File: src/rtl/axi_ram_arb2.sv
// axi_ram_arb2: shares one AXI4 RAM slave between two AXI4 masters, reads and writes arbitrated
// independently (round-robin, one transaction per direction in flight, payloads pass through).
module axi_ram_arb2 #(
    parameter int DATA_WIDTH = 32,
    parameter int ADDR_WIDTH = 16,
    parameter int STRB_WIDTH = DATA_WIDTH/8,
    parameter int ID_WIDTH   = 8
) (
    input  logic                  clk,
    input  logic                  rst,
    // Every channel is AXI valid/ready: a beat moves on the rising edge where both are high,
    // and a source never waits for ready before raising valid.
    input  logic [ID_WIDTH-1:0]   s0_axi_awid,    s1_axi_awid,
    input  logic [ADDR_WIDTH-1:0] s0_axi_awaddr,  s1_axi_awaddr,
    input  logic [7:0]            s0_axi_awlen,   s1_axi_awlen,
    input  logic [2:0]            s0_axi_awsize,  s1_axi_awsize,
    input  logic [1:0]            s0_axi_awburst, s1_axi_awburst,
    input  logic                  s0_axi_awlock,  s1_axi_awlock,
    input  logic [3:0]            s0_axi_awcache, s1_axi_awcache,
    input  logic [2:0]            s0_axi_awprot,  s1_axi_awprot,
    input  logic                  s0_axi_awvalid, s1_axi_awvalid,
    output logic                  s0_axi_awready, s1_axi_awready,
    input  logic [DATA_WIDTH-1:0] s0_axi_wdata,   s1_axi_wdata,
    input  logic [STRB_WIDTH-1:0] s0_axi_wstrb,   s1_axi_wstrb,
    input  logic                  s0_axi_wlast,   s1_axi_wlast,
    input  logic                  s0_axi_wvalid,  s1_axi_wvalid,
    output logic                  s0_axi_wready,  s1_axi_wready,
    output logic [ID_WIDTH-1:0]   s0_axi_bid,     s1_axi_bid,
    output logic [1:0]            s0_axi_bresp,   s1_axi_bresp,
    output logic                  s0_axi_bvalid,  s1_axi_bvalid,
    input  logic                  s0_axi_bready,  s1_axi_bready,
    input  logic [ID_WIDTH-1:0]   s0_axi_arid,    s1_axi_arid,
    input  logic [ADDR_WIDTH-1:0] s0_axi_araddr,  s1_axi_araddr,
    input  logic [7:0]            s0_axi_arlen,   s1_axi_arlen,
    input  logic [2:0]            s0_axi_arsize,  s1_axi_arsize,
    input  logic [1:0]            s0_axi_arburst, s1_axi_arburst,
    input  logic                  s0_axi_arlock,  s1_axi_arlock,
    input  logic [3:0]            s0_axi_arcache, s1_axi_arcache,
    input  logic [2:0]            s0_axi_arprot,  s1_axi_arprot,
    input  logic                  s0_axi_arvalid, s1_axi_arvalid,
    output logic                  s0_axi_arready, s1_axi_arready,
    output logic [ID_WIDTH-1:0]   s0_axi_rid,     s1_axi_rid,
    output logic [DATA_WIDTH-1:0] s0_axi_rdata,   s1_axi_rdata,
    output logic [1:0]            s0_axi_rresp,   s1_axi_rresp,
    output logic                  s0_axi_rlast,   s1_axi_rlast,
    output logic                  s0_axi_rvalid,  s1_axi_rvalid,
    input  logic                  s0_axi_rready,  s1_axi_rready,
    output logic [ID_WIDTH-1:0]   m_axi_awid,
    output logic [ADDR_WIDTH-1:0] m_axi_awaddr,
    output logic [7:0]            m_axi_awlen,
    output logic [2:0]            m_axi_awsize,
    output logic [1:0]            m_axi_awburst,
    output logic                  m_axi_awlock,
    output logic [3:0]            m_axi_awcache,
    output logic [2:0]            m_axi_awprot,
    output logic                  m_axi_awvalid,
    input  logic                  m_axi_awready,
    output logic [DATA_WIDTH-1:0] m_axi_wdata,
    output logic [STRB_WIDTH-1:0] m_axi_wstrb,
    output logic                  m_axi_wlast,
    output logic                  m_axi_wvalid,
    input  logic                  m_axi_wready,
    input  logic [ID_WIDTH-1:0]   m_axi_bid,
    input  logic [1:0]            m_axi_bresp,
    input  logic                  m_axi_bvalid,
    output logic                  m_axi_bready,
    output logic [ID_WIDTH-1:0]   m_axi_arid,
    output logic [ADDR_WIDTH-1:0] m_axi_araddr,
    output logic [7:0]            m_axi_arlen,
    output logic [2:0]            m_axi_arsize,
    output logic [1:0]            m_axi_arburst,
    output logic                  m_axi_arlock,
    output logic [3:0]            m_axi_arcache,
    output logic [2:0]            m_axi_arprot,
    output logic                  m_axi_arvalid,
    input  logic                  m_axi_arready,
    input  logic [ID_WIDTH-1:0]   m_axi_rid,
    input  logic [DATA_WIDTH-1:0] m_axi_rdata,
    input  logic [1:0]            m_axi_rresp,
    input  logic                  m_axi_rlast,
    input  logic                  m_axi_rvalid,
    output logic                  m_axi_rready,
    output logic [1:0]            wr_state_o,
    output logic [1:0]            rd_state_o
);

    typedef enum logic [1:0] {ST_IDLE = 2'd0, ST_ADDR = 2'd1, ST_DATA = 2'd2, ST_RESP = 2'd3} state_t;

    state_t wr_state_q, wr_state_d, rd_state_q, rd_state_d;
    logic   wr_grant_q, wr_grant_d, wr_prio_q, wr_prio_d;
    logic   rd_grant_q, rd_grant_d, rd_prio_q, rd_prio_d;

    always_ff @(posedge clk) begin
        if (rst) begin
            wr_state_q <= ST_IDLE;
            wr_grant_q <= 1'b0;
            wr_prio_q  <= 1'b0;
            rd_state_q <= ST_IDLE;
            rd_grant_q <= 1'b0;
            rd_prio_q  <= 1'b0;
        end else begin
            wr_state_q <= wr_state_d;
            wr_grant_q <= wr_grant_d;
            wr_prio_q  <= wr_prio_d;
            rd_state_q <= rd_state_d;
            rd_grant_q <= rd_grant_d;
            rd_prio_q  <= rd_prio_d;
        end
    end

    // A tie goes to the prio port; prio flips to the other port when a transaction retires.
    always_comb begin
        wr_state_d = wr_state_q;
        wr_grant_d = wr_grant_q;
        wr_prio_d  = wr_prio_q;
        case (wr_state_q)
            ST_IDLE: if (s0_axi_awvalid || s1_axi_awvalid) begin
                wr_grant_d = (s0_axi_awvalid && s1_axi_awvalid) ? wr_prio_q : s1_axi_awvalid;
                wr_state_d = ST_ADDR;
            end
            ST_ADDR: if (m_axi_awvalid && m_axi_awready) wr_state_d = ST_DATA;
            ST_DATA: if (m_axi_wvalid && m_axi_wready && m_axi_wlast) wr_state_d = ST_RESP;
            default: if (m_axi_bvalid && m_axi_bready) begin
                wr_state_d = ST_IDLE;
                wr_prio_d  = ~wr_grant_q;
            end
        endcase
    end

    always_comb begin
        rd_state_d = rd_state_q;
        rd_grant_d = rd_grant_q;
        rd_prio_d  = rd_prio_q;
        case (rd_state_q)
            ST_IDLE: if (s0_axi_arvalid || s1_axi_arvalid) begin
                rd_grant_d = (s0_axi_arvalid && s1_axi_arvalid) ? rd_prio_q : s1_axi_arvalid;
                rd_state_d = ST_ADDR;
            end
            ST_ADDR: if (m_axi_arvalid && m_axi_arready) rd_state_d = ST_DATA;
            ST_DATA: if (m_axi_rvalid && m_axi_rready && m_axi_rlast) begin
                rd_state_d = ST_IDLE;
                rd_prio_d  = ~rd_grant_q;
            end
            default: rd_state_d = ST_IDLE;
        endcase
    end

    // Payloads always follow the grant; only valid/ready are gated by the phase.
    always_comb begin
        m_axi_awid     = wr_grant_q ? s1_axi_awid    : s0_axi_awid;
        m_axi_awaddr   = wr_grant_q ? s1_axi_awaddr  : s0_axi_awaddr;
        m_axi_awlen    = wr_grant_q ? s1_axi_awlen   : s0_axi_awlen;
        m_axi_awsize   = wr_grant_q ? s1_axi_awsize  : s0_axi_awsize;
        m_axi_awburst  = wr_grant_q ? s1_axi_awburst : s0_axi_awburst;
        m_axi_awlock   = wr_grant_q ? s1_axi_awlock  : s0_axi_awlock;
        m_axi_awcache  = wr_grant_q ? s1_axi_awcache : s0_axi_awcache;
        m_axi_awprot   = wr_grant_q ? s1_axi_awprot  : s0_axi_awprot;
        m_axi_awvalid  = (wr_state_q == ST_ADDR) && (wr_grant_q ? s1_axi_awvalid : s0_axi_awvalid);
        s0_axi_awready = (wr_state_q == ST_ADDR) && !wr_grant_q && m_axi_awready;
        s1_axi_awready = (wr_state_q == ST_ADDR) &&  wr_grant_q && m_axi_awready;
        m_axi_wdata    = wr_grant_q ? s1_axi_wdata : s0_axi_wdata;
        m_axi_wstrb    = wr_grant_q ? s1_axi_wstrb : s0_axi_wstrb;
        m_axi_wlast    = wr_grant_q ? s1_axi_wlast : s0_axi_wlast;
        m_axi_wvalid   = (wr_state_q == ST_DATA) && (wr_grant_q ? s1_axi_wvalid : s0_axi_wvalid);
        s0_axi_wready  = (wr_state_q == ST_DATA) && !wr_grant_q && m_axi_wready;
        s1_axi_wready  = (wr_state_q == ST_DATA) &&  wr_grant_q && m_axi_wready;
        m_axi_bready   = (wr_state_q == ST_RESP) && (wr_grant_q ? s1_axi_bready : s0_axi_bready);
        s0_axi_bvalid  = (wr_state_q == ST_RESP) && !wr_grant_q && m_axi_bvalid;
        s1_axi_bvalid  = (wr_state_q == ST_RESP) &&  wr_grant_q && m_axi_bvalid;
    end

    always_comb begin
        m_axi_arid     = rd_grant_q ? s1_axi_arid    : s0_axi_arid;
        m_axi_araddr   = rd_grant_q ? s1_axi_araddr  : s0_axi_araddr;
        m_axi_arlen    = rd_grant_q ? s1_axi_arlen   : s0_axi_arlen;
        m_axi_arsize   = rd_grant_q ? s1_axi_arsize  : s0_axi_arsize;
        m_axi_arburst  = rd_grant_q ? s1_axi_arburst : s0_axi_arburst;
        m_axi_arlock   = rd_grant_q ? s1_axi_arlock  : s0_axi_arlock;
        m_axi_arcache  = rd_grant_q ? s1_axi_arcache : s0_axi_arcache;
        m_axi_arprot   = rd_grant_q ? s1_axi_arprot  : s0_axi_arprot;
        m_axi_arvalid  = (rd_state_q == ST_ADDR) && (rd_grant_q ? s1_axi_arvalid : s0_axi_arvalid);
        s0_axi_arready = (rd_state_q == ST_ADDR) && !rd_grant_q && m_axi_arready;
        s1_axi_arready = (rd_state_q == ST_ADDR) &&  rd_grant_q && m_axi_arready;
        m_axi_rready   = (rd_state_q == ST_DATA) && (rd_grant_q ? s1_axi_rready : s0_axi_rready);
        s0_axi_rvalid  = (rd_state_q == ST_DATA) && !rd_grant_q && m_axi_rvalid;
        s1_axi_rvalid  = (rd_state_q == ST_DATA) &&  rd_grant_q && m_axi_rvalid;
    end

    assign s0_axi_bid   = m_axi_bid;
    assign s1_axi_bid   = m_axi_bid;
    assign s0_axi_bresp = m_axi_bresp;
    assign s1_axi_bresp = m_axi_bresp;
    assign s0_axi_rid   = m_axi_rid;
    assign s1_axi_rid   = m_axi_rid;
    assign s0_axi_rdata = m_axi_rdata;
    assign s1_axi_rdata = m_axi_rdata;
    assign s0_axi_rresp = m_axi_rresp;
    assign s1_axi_rresp = m_axi_rresp;
    assign s0_axi_rlast = m_axi_rlast;
    assign s1_axi_rlast = m_axi_rlast;

    assign wr_state_o = wr_state_q;
    assign rd_state_o = rd_state_q;

endmodule

File: config.mk
export PLATFORM = sky130hd
export DESIGN_NAME = axi_ram_arb2
export DESIGN_NICKNAME = d
export VERILOG_FILES = /design/src/rtl/axi_ram_arb2.sv
export SDC_FILE = /design/constraint.sdc
export NUM_CORES = 1
export LEC_CHECK = 0
export CAP_MARGIN = 0
export CORE_AREA = 2 2 225 227
export CTS_CLUSTER_DIAMETER = 30
export DETAILED_ROUTE_END_ITERATION = 10
export DIE_AREA = 0 0 227 229
export GPL_TIMING_DRIVEN = 1
export SETUP_SLACK_MARGIN = 0.4
export SLEW_MARGIN = 10
export SYNTH_ARGS = -nofsm -noshare
export SYNTH_HDL_FRONTEND = slang
export SYNTH_SLANG_ARGS = --single-unit
File: constraint.sdc
create_clock -name clk -period 4.65 [get_ports clk]
set_input_delay 0.465 -clock clk [delete_from_list [all_inputs] [get_ports clk]]
set_output_delay 0.465 -clock clk [all_outputs]
set_load 0.02 [all_outputs]
==> results.toml <==
[critical_path]
rr_worst_depth = 4
setup.worst_path.class = "flip-flop to primary output"
timing.critical_path.slowest_cell_delay_ns = 0.89
worst_r2r_dst = "wr_state_o[1]"
critPathMaxFanout = 65
ff2ff_setup_slack_ns = 2.41
cp-startpoint = "wr_grant_q"
critPathTopFamily = "buffers and inverters"
cp.buffers_inverters = 2
r2r-start = "wr_grant_q"
worstSetupEndpoint = "m_axi_wdata[23]"
arrival_time_at_the_worst_endpoint_ns = 2.59
crit_cells = 3
timing.critical_path.required_ns = 4.18
crit_path_cell_trace = "buf_4 > mux2_2 > clkdlybuf4s50_1"
critPathSlowestCell = "sky130_fd_sc_hd__dfxtp_4"
setup.worst_path.end_class = "primary output"
critical_path.startpoint_type = "flip-flop"

[clock_tree]
htree_num_levels = 1
cts.sink_count = 8
clock_path_buffers = 2
postCtsSetupBuffers = 0
cts_tree = "yes"
ctsRootBufferMaster = "sky130_fd_sc_hd__clkbuf_16"
clock_insertion_delay_worst_skew_ns = 0.23
clkSlewWorstSetupHoldPaths_ns = 0.04
cts_hold_buf = 0
cts_repair_resize_count = 0
cts_buffers = 3

[logic_synthesis]
yosys_most_used_dff = "sky130_fd_sc_hd__dfxtp_1"
synth_common_cells = "128 x sky130_fd_sc_hd__mux2_2, 106 x sky130_fd_sc_hd__buf_4, 13 x sky130_fd_sc_hd__nor2_1"
synth_enable_flop_cells = 0
synth_top_area_share = 0.490
syn_inst = 327
syn_nets = 656
proportion_of_synthesized_chip_area_in_sequential_cells = 0.0544
post_synth.cell_area_avg_um2 = 9.00
synth_warnings = 0
synthDistinctLibCells = 34
yosysTopAreaCell = "sky130_fd_sc_hd__mux2_2"
netlist_area_before_placement_um2 = 2940
async_flop_share = 0
ys_top_cells_by_area = "sky130_fd_sc_hd__mux2_2 49%, sky130_fd_sc_hd__buf_4 27%, sky130_fd_sc_hd__dfxtp_1 5.4%, sky130_fd_sc_hd__ha_1 2.1%, sky130_fd_sc_hd__mux2i_1 1.7%"
synth.ff_latch_count = 8
yosysMostFrequentCell = "sky130_fd_sc_hd__mux2_2"

[final_layout]
drive_above_1_share = 0.217
area_delta_synth_final_pct = 145
fin_cells = 1304
final_nets = 958

[placement]
placed_insts = 1296
portBuffers = 419
gp_congestion = 0.844
hpwl_mm = 16.1
post-place-ws_ns = 1.82

[sta]
finalWorstSetupSlack_ns = 1.59
max_clock_freq_mhz = 327
totalNegativeSetupSlack_ns = 0
finalCritPeriodShare = 0.657
holdWs_ns = 0.510
timing.final.hold_violations = 0
grt_setup_unrepaired = "no"
finalSetupViolations = 0
finalWorstPathRequiredPeriod_ns = 3.06
timing.slew.headroom = 0.415
tightestPinTransition_ns = 0.877
final_max_slew_viol_count = 0
fin_skew_ns = 0.000270

[outcome]
status = "completed"

[routing]
detailedRoute.firstIterationViolations = 92
route.detailed.drc = 0
route.vias.total = 3499
post_drt_wl_per_cell_um = 13.9
detail_route.vias_per_cell = 2.68
ant_nets = 0
finalWirelength_mm = 18.1
drtPass1Iterations = 4

[run]
total_of_max_cap_violations = 0

[floorplanning]
std_cell_rows = 82
die_area_um2 = 52000
floorplan.io_pins = 576
core_region_area_um2 = 49700
floorplan.initialDensity = 0.0593
die-width_um = 227
dieHeight_um = 229

[grt]
global_route_wire_length_before_repair_mm = 24.0
grt_start_max_net_pins = 66
groute.usage.overall = 0.0622
grt_overflow_total = 0
grt_antenna_before_repair = 4
grt_pass1_vias = 3741

[pwr]
design_power_total_uw = 1340
p_per_area_nw_per_um2 = 186
vdd_drop_max_mv = 0.119
p_leak_uw = 0.00240

[worst_hold_path]
hold_path.class = "flip-flop to flip-flop"
==> metrics by stage <==
step                      utilization  area [um^2]
after floorplan                     -         2940
after global placement          0.143         7120
after detailed placement        0.143         7120
after CTS                       0.145         7190
after global routing            0.145         7210
final                           0.145         7210
==> routing by layer <==
| layer | vias up | share of wire | wire length (um) | global-route usage |
|---|---|---|---|---|
| met5 | - | 0 | 0 | 0 |
| met4 | 0 | 0.053 | 963 | 0.0370 |
| met3 | 59 | 0.092 | 1660 | 0.0137 |
| met2 | 244 | 0.49 | 8850 | 0.109 |
| met1 | 1561 | 0.37 | 6640 | 0.0682 |
| li1 | 1635 | - | - | - |
==> cells in the final DEF, fill, tap and decap left out, types with 2 or more instances in the layout <==
cell	n
sky130_fd_sc_hd__clkbuf_16	3
sky130_fd_sc_hd__dfxtp_4	2
sky130_fd_sc_hd__diode_2	4
sky130_fd_sc_hd__and3_1	2
sky130_fd_sc_hd__nor3_1	2
sky130_fd_sc_hd__nand2b_1	8
sky130_fd_sc_hd__dfxtp_1	6
sky130_fd_sc_hd__a32oi_1	2
sky130_fd_sc_hd__and2_1	2
sky130_fd_sc_hd__nor2_1	13
sky130_fd_sc_hd__inv_1	5
sky130_fd_sc_hd__a31oi_1	2
sky130_fd_sc_hd__mux2_2	128
sky130_fd_sc_hd__ha_1	5
sky130_fd_sc_hd__mux2i_1	5
sky130_fd_sc_hd__nand2_1	6
sky130_fd_sc_hd__clkdlybuf4s50_1	419
==> kinds of logic (layout without fill, tap and decap cells) <==
group / count (synthesis) / in the layout / synth area share
other: 0 / 4 / 0
multiplexers: 135 / 135 / 0.516
AND/OR/NAND/NOR: 41 / 41 / 0.0740
adder cells (fa/ha/maj): 5 / 5 / 0.0213
buffers and inverters: 128 / 429 / 0.304
AO/OA/AOI/OAI: 10 / 10 / 0.0310
flip-flops: 8 / 8 / 0.0544
==> layout make-up <==
class | count | area (um^2)
Antenna cell | 4 | 10.0
Clock buffer | 4 | 78.8
Fill cell | 5652 | 42500
Inverter | 5 | 18.8
Multi-Input combinational cell | 191 | 1890
Sequential cell | 8 | 168
Tap cell | 672 | 841
Timing Repair Buffer | 420 | 4200
==> where the power goes <==
group	switching [uW]	total, uW	internal [uW]	leakage (uW)
Clock	35.1	149	114	0.0000382
Combinational	419	1050	633	0.00230
Sequential	59.5	138	78.4	0.0000670
==> sequential cells by signal, summed over array words and instances, names as in the netlist <==
signal      cells
wr_grant_q      1
rd_prio_q       1
rd_state_o      2
wr_state_o      2
rd_grant_q      1
wr_prio_q       1
==> worst min path at each step <==
stage              start         to  slack, ns  cells past startpoint
2_1_floorplan  wr_prio_q  wr_prio_q       0.45                      2
3_5_place_dp   rd_prio_q  rd_prio_q       0.50                      2
4_1_cts        rd_prio_q  rd_prio_q       0.51                      2
5_1_grt        wr_prio_q  wr_prio_q       0.55                      2
3_3_place_gp   rd_prio_q  rd_prio_q       0.48                      2
6_report       rd_prio_q  rd_prio_q       0.51                      2
==> worst reg2reg max path, cell delays in order, from the launching register on <==
cell                        delay, ns
sky130_fd_sc_hd__dfxtp_4         0.89
sky130_fd_sc_hd__mux2_2          0.48
sky130_fd_sc_hd__a31oi_1         0.48
sky130_fd_sc_hd__a2111oi_4       0.12
sky130_fd_sc_hd__mux2i_1         0.14
(Power assumes the default switching activity.)
